**src/rtl/cond_exec_unit.sv**
```systemverilog
// Execute-stage conditional execution: NZCV banks, condition gating, predicated blocks.
// Strobes and cond_ex are registered; flags_out reads the selected bank directly.
module cond_exec_unit #(
    parameter int NUM_CTX = 2,
    parameter int MAX_BLK = 4,
    parameter int CTX_W   = (NUM_CTX > 1) ? $clog2(NUM_CTX) : 1,
    parameter int LEN_W   = $clog2(MAX_BLK + 1)
) (
    input  logic               clk,
    input  logic               rst_n,
    input  logic               valid_in,
    input  logic [3:0]         cond,
    input  logic [CTX_W-1:0]   ctx_sel,
    input  logic [3:0]         alu_flags,
    input  logic [1:0]         flag_wr,
    input  logic               reg_write_in,
    input  logic               mem_write_in,
    input  logic               pc_src_in,
    input  logic               blk_start,
    input  logic [LEN_W-1:0]   blk_len,
    input  logic [MAX_BLK-1:0] blk_mask,
    output logic               reg_write,
    output logic               mem_write,
    output logic               pc_src,
    output logic               cond_ex,
    output logic [3:0]         flags_out,
    output logic               blk_active,
    output logic [LEN_W-1:0]   blk_remaining
);

    typedef enum logic {IDLE, ACTIVE} state_t;

    localparam logic [LEN_W-1:0] MAX_L = LEN_W'(MAX_BLK);

    state_t             state_q;
    logic [3:0]         flags_q [NUM_CTX];
    logic [3:0]         blk_cond_q;
    logic [MAX_BLK-1:0] blk_mask_q;
    logic [LEN_W-1:0]   blk_len_q;
    logic [LEN_W-1:0]   blk_rem_q;

    logic [3:0]         sel_flags;
    logic [LEN_W-1:0]   slot_idx;
    logic [MAX_BLK-1:0] mask_sh;
    logic               in_blk;
    logic               base;
    logic               e;
    logic               start_ok;
    logic [LEN_W-1:0]   len_clamp;

    function automatic logic cond_eval(input logic [3:0] c, input logic [3:0] f);
        logic n, z, cf, v;
        {n, z, cf, v} = f;
        unique case (c)
            4'b0000: return z;
            4'b0001: return ~z;
            4'b0010: return cf;
            4'b0011: return ~cf;
            4'b0100: return n;
            4'b0101: return ~n;
            4'b0110: return v;
            4'b0111: return ~v;
            4'b1000: return cf & ~z;
            4'b1001: return ~cf | z;
            4'b1010: return n == v;
            4'b1011: return n != v;
            4'b1100: return ~z & (n == v);
            4'b1101: return z | (n != v);
            4'b1110: return 1'b1;
            4'b1111: return 1'b0;
        endcase
    endfunction

    always_comb begin
        sel_flags = '0;
        for (int i = 0; i < NUM_CTX; i++)
            if (ctx_sel == CTX_W'(i)) sel_flags = flags_q[i];
    end

    // Slot polarity comes from the stored mask, indexed by slots already consumed.
    assign in_blk    = (state_q == ACTIVE);
    assign slot_idx  = blk_len_q - blk_rem_q;
    assign mask_sh   = blk_mask_q >> slot_idx;
    assign base      = cond_eval(in_blk ? blk_cond_q : cond, sel_flags);
    assign e         = in_blk ? (mask_sh[0] ? base : ~base) : base;
    assign start_ok  = valid_in & blk_start & (blk_len != '0) & ~in_blk;
    assign len_clamp = (blk_len > MAX_L) ? MAX_L : blk_len;

    assign flags_out     = sel_flags;
    assign blk_active    = in_blk;
    assign blk_remaining = blk_rem_q;

    always_ff @(posedge clk) begin
        if (!rst_n) begin
            state_q    <= IDLE;
            blk_cond_q <= '0;
            blk_mask_q <= '0;
            blk_len_q  <= '0;
            blk_rem_q  <= '0;
            reg_write  <= 1'b0;
            mem_write  <= 1'b0;
            pc_src     <= 1'b0;
            cond_ex    <= 1'b0;
            for (int i = 0; i < NUM_CTX; i++)
                flags_q[i] <= '0;
        end else begin
            if (valid_in) begin
                reg_write <= reg_write_in & e;
                mem_write <= mem_write_in & e;
                pc_src    <= pc_src_in & e;
                cond_ex   <= e;
                for (int i = 0; i < NUM_CTX; i++) begin
                    if (e && ctx_sel == CTX_W'(i)) begin
                        if (flag_wr[1]) flags_q[i][3:2] <= alu_flags[3:2];
                        if (flag_wr[0]) flags_q[i][1:0] <= alu_flags[1:0];
                    end
                end
            end else begin
                reg_write <= 1'b0;
                mem_write <= 1'b0;
                pc_src    <= 1'b0;
            end

            unique case (state_q)
                IDLE: begin
                    if (start_ok) begin
                        state_q    <= ACTIVE;
                        blk_cond_q <= cond;
                        blk_mask_q <= blk_mask;
                        blk_len_q  <= len_clamp;
                        blk_rem_q  <= len_clamp;
                    end
                end
                ACTIVE: begin
                    if (valid_in) begin
                        // A taken branch inside the block ends it early.
                        if ((pc_src_in & e) || blk_rem_q == LEN_W'(1)) begin
                            state_q   <= IDLE;
                            blk_rem_q <= '0;
                        end else begin
                            blk_rem_q <= blk_rem_q - LEN_W'(1);
                        end
                    end
                end
                default: state_q <= IDLE;
            endcase
        end
    end

endmodule

```
**config.mk**
```make
export PLATFORM = sky130hd
export DESIGN_NAME = cond_exec_unit
export DESIGN_NICKNAME = d
export VERILOG_FILES = /design/src/rtl/cond_exec_unit.sv
export SDC_FILE = /design/constraint.sdc
export NUM_CORES = 1
export LEC_CHECK = 0
export CAP_MARGIN = 20
export CORE_ASPECT_RATIO = 1.5
export CORE_MARGIN = 2
export CORE_UTILIZATION = 52
export CTS_BUF_LIST = sky130_fd_sc_hd__clkbuf_8
export DETAILED_ROUTE_END_ITERATION = 12
export PLACE_DENSITY = 0.88
export SYNTH_ARGS = -nofsm -noshare
export SYNTH_HDL_FRONTEND = slang
export SYNTH_SLANG_ARGS = --single-unit
```
**constraint.sdc**
```tcl
create_clock -name clk -period 3.13 [get_ports clk]
set_clock_uncertainty 0.1 [all_clocks]
set_input_delay 0.4695 -clock clk [delete_from_list [all_inputs] [get_ports clk]]
set_output_delay 0.4695 -clock clk [all_outputs]
set_load 0.03 [all_outputs]
```
* Word level (Yosys, flattened, before mapping)
Memories as Yosys holds them, arrays and structs flattened.
Index checks and enable logic that the tools add are counted.
Widths: inputs -> output; s select.
** Storage, ports and cells
- Flip-flop bits (word level) :: 19
- RAM bits :: 8
- Input bits :: 25
- Output and inout port bits :: 12
- Memories :: 1
** Memory list
- flags_q :: depth 2, bits a word 4, read ports 2, clocked after memory_dff 0, write ports 2, RTL line 36 : logic [3:0] flags_q [NUM_CTX];
** Cells by class
- Add/subtract/negate cells :: 2
- Order comparisons :: 1
- Equal/unequal tests :: 20
- Shifts and indexed selects :: 1
- Muxes and demuxes :: 37
- Bitwise operators :: 21
- Reductions and logical operators :: 8
** Operator list (count)
- $eq 4x4->1 const B :: 8
- $mux 1 :: 24
- $eq 4x3->1 const B :: 4
- $pmux 1 s16 :: 1
- $mux 3 :: 4
- $and 1x1->1 :: 8
- $eq 4x2->1 const B :: 2
- $mux 2 :: 4
- $mux 4 :: 2
- $not 1->1 :: 7
- $or 1x1->1 :: 6
- $pmux 3 s2 :: 1
- $reduce_and 2->1 :: 3
- $eq 4x1->1 const B :: 1
- $logic_not 4->1 :: 1
- $ne 2x2->1 const B :: 2
- $shr 4x3->1 :: 1
- $eq 3x1->1 const B :: 1
- $gt 3x3->1 const B :: 1
- $reduce_bool 3->1 :: 1
- $sub 3x1->3 const B :: 1
- $sub 3x3->3 :: 1
- $logic_and 1x1->1 :: 2
- $pmux 1 s2 :: 1
- other kinds (3) :: 3

* Logic depth before layout (Yosys ltp)
Gate-level depths: netlist of run 1.
An unclocked memory read counts as a cell.
- Word-level depth :: 14
- Mapped depth :: 12
- Mapped depth without buffers :: 11

* Worst setup path before layout of run 1
No wires, ideal clock.
- Path kind :: flip-flop to flip-flop
- From :: reg blk_rem_q[0], in the netlist blk_remaining[0]
- To :: mem flags_q[0][0], enable pin
- Setup time :: 0.266 ns
- Arrival time :: 2.666 ns
- Path slack :: 0.099 ns
- Stages on the path, launching flop included :: 11
- Buffers on the path :: 1
- Cell sequence :: dfxtp_1 ha_1 inv_1 fa_1 mux4_2 nand2_1 nand2_1 or2_2 o211ai_4 buf_6 o21ai_1
** RTL lines
- from (decl) :: RTL line 40 : logic [LEN_W-1:0] blk_rem_q;
- from (signal assigned) :: RTL line 131 : blk_rem_q <= len_clamp;
- from (signal assigned) :: RTL line 141 : blk_rem_q <= blk_rem_q - LEN_W'(1);
- to (decl) :: RTL line 36

==> metrics.csv, run 1 <==
stage;metric;value;unit
status;outcome;finished, final reports clean;
yosys;avgSynthCellArea;9.539;sq um
placement;dp.final_hpwl;3.005;mm
clock_tree;cts-root-buf;clkbuf_8;
power;power.density;474.4;nW/um^2
clock_tree;cts_buffer_depth;2;
route;viasPerCell;5.864;
sta;tns;0;ps
finish;fill_cells;227;
global_route;antenna_found_initial;0;
clock_tree;clock_latency;270;ps
floorplanning;die-area;3649;sq um
finish;fin_util;68.08;%
sta;tightestPinTransition;655.5;ps
yosys;synth_flop_cell;dfxtp_1;
yosys;synth.distinct_cells;47;
finish;area_delta_synth_final;27.75;%
critical_path;critical_path_arrival;2890;ps
finish;layout_common_cells;clkdlybuf4s50_1, dfxtp_1, mux2i_1, nor3_1, inv_1;
yosys;synth-seq-cells;27;
yosys;synth_warnings;0;
global_route;grt_pass1_vias;1462;
flow_run;cap_violations;0;
floorplanning;start_util;53.29;%
critical_path;cp_num_buf_inv;2;
critical_path;crit_slowest_cell;clkdlybuf4s50_1;
global_route;grt_pass1_wl;6.216;mm
floorplanning;num_io_pins;37;
placement;placed_cell_area;2053;sq um
finish;multi_input_area;945.9;sq um
critical_path;crit_type;in -> reg;
sta;period_share;93.76;%
floorplanning;die_h;73.00;um
finish;final_area;2108;sq um
power;cellLeakagePower;0.7722;nW
global_route;track_usage;21.94;%
route;routedWlPerCell;15.43;um
finish;drive_gt1_share;11.90;%
clock_tree;post_cts_buffers;0;
route;drtAntennaViolNets;0;
sta;setup_viol;0;
finish;antenna_cells;0;
global_route;grt-ovfl-total;0;
clock_tree;path_clk_slew;100;ps
min_path;hp-class;reg -> reg;
critical_path;crit_family;buffers and inverters;
critical_path;worstPathRequired;3090;ps
clock_tree;cts_max_level;1;
floorplanning;design.core.area;3097;sq um
yosys;netlist.area_leader.share;23.05;%
clock_tree;cts_tree;yes;
critical_path;worstPathMaxFanout;11;
route;drt_iter0_markers;60;
yosys;synth_top_cell_by_area;dfxtp_1;
floorplanning;rows;25;
power;vdd_ir_drop_max;0.4913;mV
placement;place_congestion;0.8824;
sta;max_freq;340.8;MHz
finish;register_area;620.6;sq um
route;wl;3.857;mm
yosys;syn_area;1650;sq um
yosys;yosysSeqAreaShare;37.60;%
route;drtPass1Iterations;4;
yosys;synthArstFlopShare;0;%
clock_tree;postCtsHoldBufs;0;
global_route;grt_max_degree;17;
route;vias;1466;
route;drc;0;
placement;port_buffers;36;
sta;slew_viol_final;0;
sta;final_hold_viol_count;0;
finish;nNetsFinal;240;
clock_tree;numClockSinks;27;
yosys;syn-num-nets;202;
clock_tree;cts_made_buffers;3;
sta;rsz0062_at_grt;no;
critical_path;path_cells;clkdlybuf4s50_1, buf_4, mux2i_2, xnor2_1, a211oi_1, o22ai_1, nand4_1, o211ai_4, nor4b_1;
finish;final_common_cell;clkdlybuf4s50_1;
floorplanning;die_w;50.00;um
sta;min_period;2935;ps
critical_path;end_kind;flop;
yosys;syn_inst;173;
sta;slew_headroom;55.84;%
critical_path;start_kind;input pin;
yosys;ys_top_cells_by_area;dfxtp_1, edfxtp_1, mux2i_1, nor2b_1, nor3_1;
yosys;synth_edf_count;8;
critical_path;critPathMaxStageDelay;590;ps
power;p_total;1.000;mW
cells in the mapped netlist (2+ instances only):
master and count:
nand3b_1 4, o21ai_0 6, buf_6 2, a211oi_1 3, xnor2_1 3, inv_1 10
ha_1 3, a21boi_0 2, nor4b_1 5, mux2i_1 15, edfxtp_1 8, dfxtp_1 19
a21oi_1 6, xor2_1 2, mux2_2 4, nor2_1 9, nor2b_1 9, nor3_1 11
nand3_1 9, o21ai_1 4, clkbuf_1 5, nand2_1 8, a31oi_1 2
power breakdown:
group | switching [mW] | internal (mW)
Clock | 0.109 | 0.0902
Combinational | 0.211 | 0.174
Sequential | 0.0255 | 0.390
Total | 0.345 | 0.655
per-stage QoR:
step	hold WS, ps	worst slack, ps	std cells
final	423.5	195.3	250
after global routing	456.0	27.94	250
after CTS	421.3	201.4	250
after detailed placement	395.3	-24.41	246
after global placement	381.6	135.3	246
after floorplan	369.8	98.74	173
final cells by class:
type | instances | share of cell area [%]
Tap cell | 40 | 2.374
Multi-Input combinational cell | 127 | 44.87
Clock inverter | 1 | 0.3561
Clock buffer | 3 | 1.958
Timing Repair Buffer | 42 | 19.23
Sequential cell | 27 | 29.44
Inverter | 10 | 1.780
kinds of logic (layout without fill, tap and decap cells):
| group | Yosys count | in the layout | synth area share [%] |
|---|---|---|---|
| flops | 27 | 27 | 37.60 |
| xor+xnor | 5 | 5 | 2.654 |
| buf+inv | 19 | 56 | 5.459 |
| mux | 22 | 22 | 14.93 |
| compound gates | 33 | 33 | 14.40 |
| simple gates | 63 | 63 | 21.46 |
| fa+ha+maj | 4 | 4 | 3.488 |
final timing paths:
path                                  startpoint       endpoint  slack [ps]  cells after the start
worst max-delay path                     ctx_sel  flags_q[1][2]         200                      9
worst min-delay path               blk_mask_q[2]  blk_mask_q[2]         420                      2
worst max register to register  blk_remaining[0]        cond_ex         200                     10
worst min register to register     blk_mask_q[2]  blk_mask_q[2]         420                      2
layer usage:
layer | part of all wire [%] | up-vias | track usage (%) | wire, um
li1 | - | 705 | - | -
met1 | 35 | 699 | 21.13 | 1346
met2 | 58 | 50 | 44.30 | 2256
met3 | 3.7 | 12 | 2.254 | 144
met4 | 2.8 | 0 | 10.80 | 109
met5 | 0 | - | 0 | 0
worst register-to-register path: cells and delay by family (launching register included):
kind	cells	cell delay, ps
DFF	1	480
adders and majority gates	2	690
and+or+nand+nor	3	520
buffers and inverters	2	270
AOI/OAI and AO/OA	2	260
muxes	1	500
state kept, by name, summed over array words and instances (netlist names):
name / count
mem_write: 1
blk_mask_q: 4
blk_cond_q: 4
cond_ex: 1
reg_write: 1
blk_remaining: 3
pc_src: 1
flags_q: 8
blk_len_q: 3
blk_active: 1
timing repair:
item,4_1_cts,5_1_grt
gates resized for setup,0,1
hold endpoints to repair,0,0
setup endpoints to repair,0,2
Note: power is estimated with default switching activity, not from simulation.
==> run 2: changes to the inputs <==
ABC_AREA = 1   (was unset)
TNS_END_PERCENT = 5   (was unset)
==> run 2 against run 1 <==
  * Worst hold slack got worse by 68 ps
  * Sequential power is 3% lower
  * Highest routed layer unchanged
  * Sequential share of layout area increased by 0.11 points
  * Critical path depth is 3 lower
  * Setup slack improved by 190 ps
==> metrics.csv, run 2 <==
stage;metric;value;unit
clock_tree;cts_buffer_depth;2;
yosys;syn-num-nets;267;
clock_tree;cts_made_buffers;3;
critical_path;worstPathRequired;2560;ps
floorplanning;die_w;50.28;um
critical_path;reg2regPathDepth;11;
critical_path;critical_path_arrival;2180;ps
yosys;yosysMostFrequentCell;nand2_1;
yosys;syn_inst;238;
clock_tree;numClockSinks;27;
clock_tree;clock_latency;270;ps
yosys;synthTopCellsByCount;nand2_1, inv_1, a21oi_1;
sta;period_share;87.78;%
yosys;yosysSeqAreaShare;37.15;%
clock_tree;cts_resized;0;
yosys;synth_edf_count;8;
global_route;track_usage;21.24;%
sta;tightestPinTransition;461.5;ps
sta;final_hold_viol_count;0;
global_route;grt_pass1_vias;1609;
power;cellLeakagePower;0.9532;nW
clock_tree;post_cts_buffers;0;
global_route;antenna_found_initial;0;
sta;setup_viol;0;
min_path;holdPathStages;2;
critical_path;crit_type;in -> out;
route;drtPass1Iterations;4;
sta;hold-worst-slack;355.3;ps
yosys;netlist.area_leader.share;22.77;%
clock_tree;cts_max_level;1;
yosys;syn_area;1670;sq um
finish;fill_cells;258;
critical_path;path_cells;clkdlybuf4s50_1, inv_4, nand2_1, nand2_1, inv_1, clkdlybuf4s50_1;
route;drt_iter0_markers;30;
finish;layout_common_cells;nand2_1, clkdlybuf4s50_1, inv_1, a21oi_1, dfxtp_1;
min_path;hp-class;reg -> reg;
route;viasPerCell;5.092;
yosys;synth_top_cell_by_area;dfxtp_1;
route;drc;0;
sta;tns;0;ps
critical_path;start_kind;input pin;
yosys;avgSynthCellArea;7.018;sq um
sta;slew_headroom;69.19;%
finish;drive_gt1_share;10.22;%
sta;slew_viol_final;0;
finish;area_delta_synth_final;25.77;%
clock_tree;path_clk_slew;90;ps
placement;place_congestion;0.8301;
floorplanning;num_io_pins;37;
sta;rsz0062_at_grt;no;
floorplanning;die_h;73.42;um
floorplanning;rows;25;
global_route;grt_pass1_wl;6.106;mm
placement;port_buffers;36;
floorplanning;design.core.area;3097;sq um
route;vias;1599;
route;routedWlPerCell;11.05;um
critical_path;critPathMaxStageDelay;680;ps
power;power.density;421.0;nW/um^2
clock_tree;postCtsHoldBufs;0;
sta;min_period;2748;ps
critical_path;crit_slowest_cell;clkdlybuf4s50_1;
placement;dp.final_hpwl;2.837;mm
finish;nNetsFinal;304;
critical_path;reg2reg_slack;410;ps
status;outcome;finished, final reports clean;
power;vdd_ir_drop_max;0.3101;mV
yosys;synth-seq-cells;27;
global_route;grt-ovfl-total;0;
clock_tree;cts_tree;yes;
critical_path;end_kind;output pin;
yosys;synth_warnings;0;
finish;antenna_cells;0;
clock_tree;cts-root-buf;clkbuf_8;
global_route;grt_max_degree;20;
yosys;synth_flop_cell;dfxtp_1;
finish;largest_reg_flops;8;
sta;max_freq;364.0;MHz
critical_path;worstPathMaxFanout;9;
floorplanning;die-area;3691;sq um
route;wl;3.471;mm
flow_run;cap_violations;0;
yosys;synthArstFlopShare;0;%
floorplanning;start_util;53.94;%
route;drtAntennaViolNets;0;
yosys;synth.distinct_cells;33;
finish;biggestRegsByFlops;flags_q: 8 flops, blk_cond_q: 4 flops, blk_mask_q: 4 flops;
finish;final_common_cell;nand2_1;
yosys;ys_top_cells_by_area;dfxtp_1, nand2_1, edfxtp_1, inv_1, a21oi_1;
finish;regMostFlops;flags_q;
## run 2: kinds of logic after synthesis
kind of cell             after synthesis  share of synthesized area [%]
AND/OR/NAND/NOR                      112                          30.71
AO/OA/AOI/OAI                         46                          15.36
buffers and inverters                 46                          11.76
flip-flops                            27                          37.15
adder cells (fa/ha/maj)                4                          3.446
XOR/XNOR                               3                          1.573
## run 2: final cells by class
class	instances	area [sq um]	area share, %
multi-input combinational	165	853.3	40.62
sequential	27	620.6	29.54
timing repair buffer	38	375.4	17.87
inverter	40	155.1	7.385
tap	40	50.05	2.382
clock buffer	3	41.29	1.965
clock inverter	1	5.005	0.2382
## run 2: path summary, 6_finish.rpt
check,startpoint,end
setup / recovery,ctx_sel,flags_out[2]
hold / removal,blk_mask_q[1],blk_mask_q[1]
setup reg to reg,blk_remaining[0],flags_q[1][2]
hold reg to reg,blk_mask_q[1],blk_mask_q[1]
## run 2: critical path, delay by kind of cell
kind | cells | cell delay, ps
AND/OR/NAND/NOR | 2 | 160
buffers and inverters | 4 | 1530
## run 2: stage by stage
stage / cell area (sq um) / setup WS, ps / cells / power (mW) / util (%)
detailed placement: 2054 / 123.1 / 310 / 0.6959 / 66.34
global route: 2101 / 140.1 / 314 / 0.9379 / 67.84
floorplan: 1670 / 485.4 / 238 / 0.6048 / -
CTS: 2101 / 366.4 / 314 / 0.8887 / 67.84
finish: 2101 / 382.4 / 314 / 0.8844 / 67.84
global placement: 2054 / 228.7 / 310 / 0.6867 / 66.34
## run 2: power by group
part           switching (mW)  internal, mW
combinational           0.168         0.118
clock                   0.108        0.0893
sequential             0.0169         0.385
## run 2: per-layer routing
metal / vias to the layer above / global-route usage, % / wire length (um)
met4: 0 / 11.73 / 78
met1: 729 / 19.90 / 1311
met3: 9 / 2.236 / 100
met2: 31 / 42.98 / 1981
li1: 830 / - / -
met5: - / 0 / 0
==> run 3: changes to the inputs <==
MAX_ROUTING_LAYER = met4   (was unset)
==> run 3 against run 2 <==
  * Critical path depth unchanged
  * Largest power group unchanged
  * Global-route usage up 0.75 points
  * Fmax about the same
  * Setup slack worse by 1.9 ps
==> metrics.csv, run 3 (synthesis results as in run 2) <==
stage;metric;value;unit
finish;fin_util;67.84;%
flow_run;cap_violations;0;
clock_tree;cts_tree;yes;
floorplanning;start_util;53.94;%
sta;slew_viol_final;0;
placement;placed_cells;310;
finish;area_delta_synth_final;25.77;%
sta;tns;0;ps
route;wl;3.482;mm
critical_path;critPathMaxStageDelay;680;ps
floorplanning;die-area;3691;sq um
placement;dp.final_hpwl;2.837;mm
sta;tightestPinTransition;474.7;ps
critical_path;critical_path_arrival;2180;ps
sta;min_period;2749;ps
power;power.density;421.3;nW/um^2
clock_tree;cts_resized;0;
floorplanning;die_h;73.42;um
global_route;grt_pass1_vias;1607;
clock_tree;path_clk_slew;90;ps
finish;final_common_cell;nand2_1;
sta;max_freq;363.7;MHz
route;drt_iter0_markers;30;
finish;drive_gt1_share;10.22;%
global_route;grt-ovfl-total;0;
critical_path;end_kind;output pin;
route;drc;0;
status;outcome;finished, final reports clean;
finish;biggestRegsByFlops;flags_q: 8 flops, blk_cond_q: 4 flops, blk_mask_q: 4 flops;
route;drtAntennaViolNets;0;
critical_path;crit_type;in -> out;
floorplanning;rows;25;
sta;rsz0062_at_grt;no;
finish;layout_common_cells;nand2_1, clkdlybuf4s50_1, inv_1, a21oi_1, dfxtp_1;
clock_tree;postCtsHoldBufs;0;
global_route;grt_max_degree;20;
clock_tree;clock_latency;270;ps
placement;place_congestion;0.8428;
critical_path;reg2reg_slack;410;ps
sta;slew_headroom;68.31;%
route;viasPerCell;5.070;
sta;setup_viol;0;
critical_path;start_kind;input pin;
power;cellLeakagePower;0.9532;nW
critical_path;path_cells;clkdlybuf4s50_1, inv_4, nand2_1, nand2_1, inv_1, clkdlybuf4s50_1;
sta;final_hold_viol_count;0;
critical_path;reg2regPathDepth;11;
finish;regMostFlops;flags_q;
critical_path;endpoint;flags_out[2];
sta;period_share;87.84;%
critical_path;worstPathMaxFanout;9;
clock_tree;post_cts_buffers;0;
finish;antenna_cells;0;
finish;nNetsFinal;304;
critical_path;r2r-start;blk_remaining[0];
finish;fin_cells;314;
critical_path;crit_slowest_cell;clkdlybuf4s50_1;
floorplanning;num_io_pins;37;
global_route;antenna_found_initial;0;
clock_tree;cts_buffer_depth;2;
placement;dp_slack;123.1;ps
clock_tree;cts_max_level;1;
min_path;hp-class;reg -> reg;
route;vias;1592;
clock_tree;cts_made_buffers;3;
finish;largest_reg_flops;8;
power;vdd_ir_drop_max;0.3125;mV
clock_tree;numClockSinks;27;
placement;port_buffers;36;
clock_tree;cts-root-buf;clkbuf_8;
critical_path;worstPathRequired;2560;ps
floorplanning;design.core.area;3097;sq um
floorplanning;die_w;50.28;um
route;routedWlPerCell;11.09;um
critical_path;cp-startpoint;ctx_sel;
sta;post-route-worst-setup-slack;380.5;ps
global_route;track_usage;21.99;%
global_route;grt_pass1_wl;6.113;mm
critical_path;r2r-end;flags_q[1][2];
route;drtPass1Iterations;4;
run 3: worst min-delay path by stage:
stage             startpoint  slack (ps)  cells after the start       endpoint
2_1_floorplan  blk_mask_q[1]         320                      2  blk_mask_q[1]
3_3_place_gp   blk_cond_q[3]         340                      2  blk_cond_q[3]
5_1_grt        blk_mask_q[0]         390                      2  blk_mask_q[0]
6_report       blk_mask_q[1]         360                      2  blk_mask_q[1]
3_5_place_dp   blk_mask_q[1]         340                      2  blk_mask_q[1]
4_1_cts        blk_mask_q[1]         360                      2  blk_mask_q[1]
run 3: stage by stage:
step / power, mW / area (sq um) / hold slack, ps
detailed placement: 0.6959 / 2054 / 344.8
floorplan: 0.6048 / 1670 / 324.7
finish: 0.8851 / 2101 / 355.2
global placement: 0.6867 / 2054 / 338.0
global route: 0.9396 / 2101 / 388.7
CTS: 0.8887 / 2101 / 357.3
run 3: routing by layer:
layer	vias up	track usage, %	wire [um]
met5	-	-	0
met4	0	11.73	66
met3	7	2.846	98
met2	31	42.98	1964
met1	724	19.90	1352
li1	830	-	-
run 3: layout make-up:
type	instances	area, sq um
flip-flops and latches	27	620.6
repair buffers	38	375.4
inverters	40	155.1
clock buffers	3	41.29
well taps	40	50.05
clock inverters	1	5.005
fillers	258	996.0
multi-input cells	165	853.3
run 3: power breakdown:
part | switching [mW] | internal [mW]
registers | 0.0170 | 0.385
logic | 0.168 | 0.118
clock network | 0.108 | 0.0893
run 3: worst max-delay path, delay by kind of cell:
kind	cells	cell delay (ps)
buffers and inverters	4	1530
and+or+nand+nor	2	160
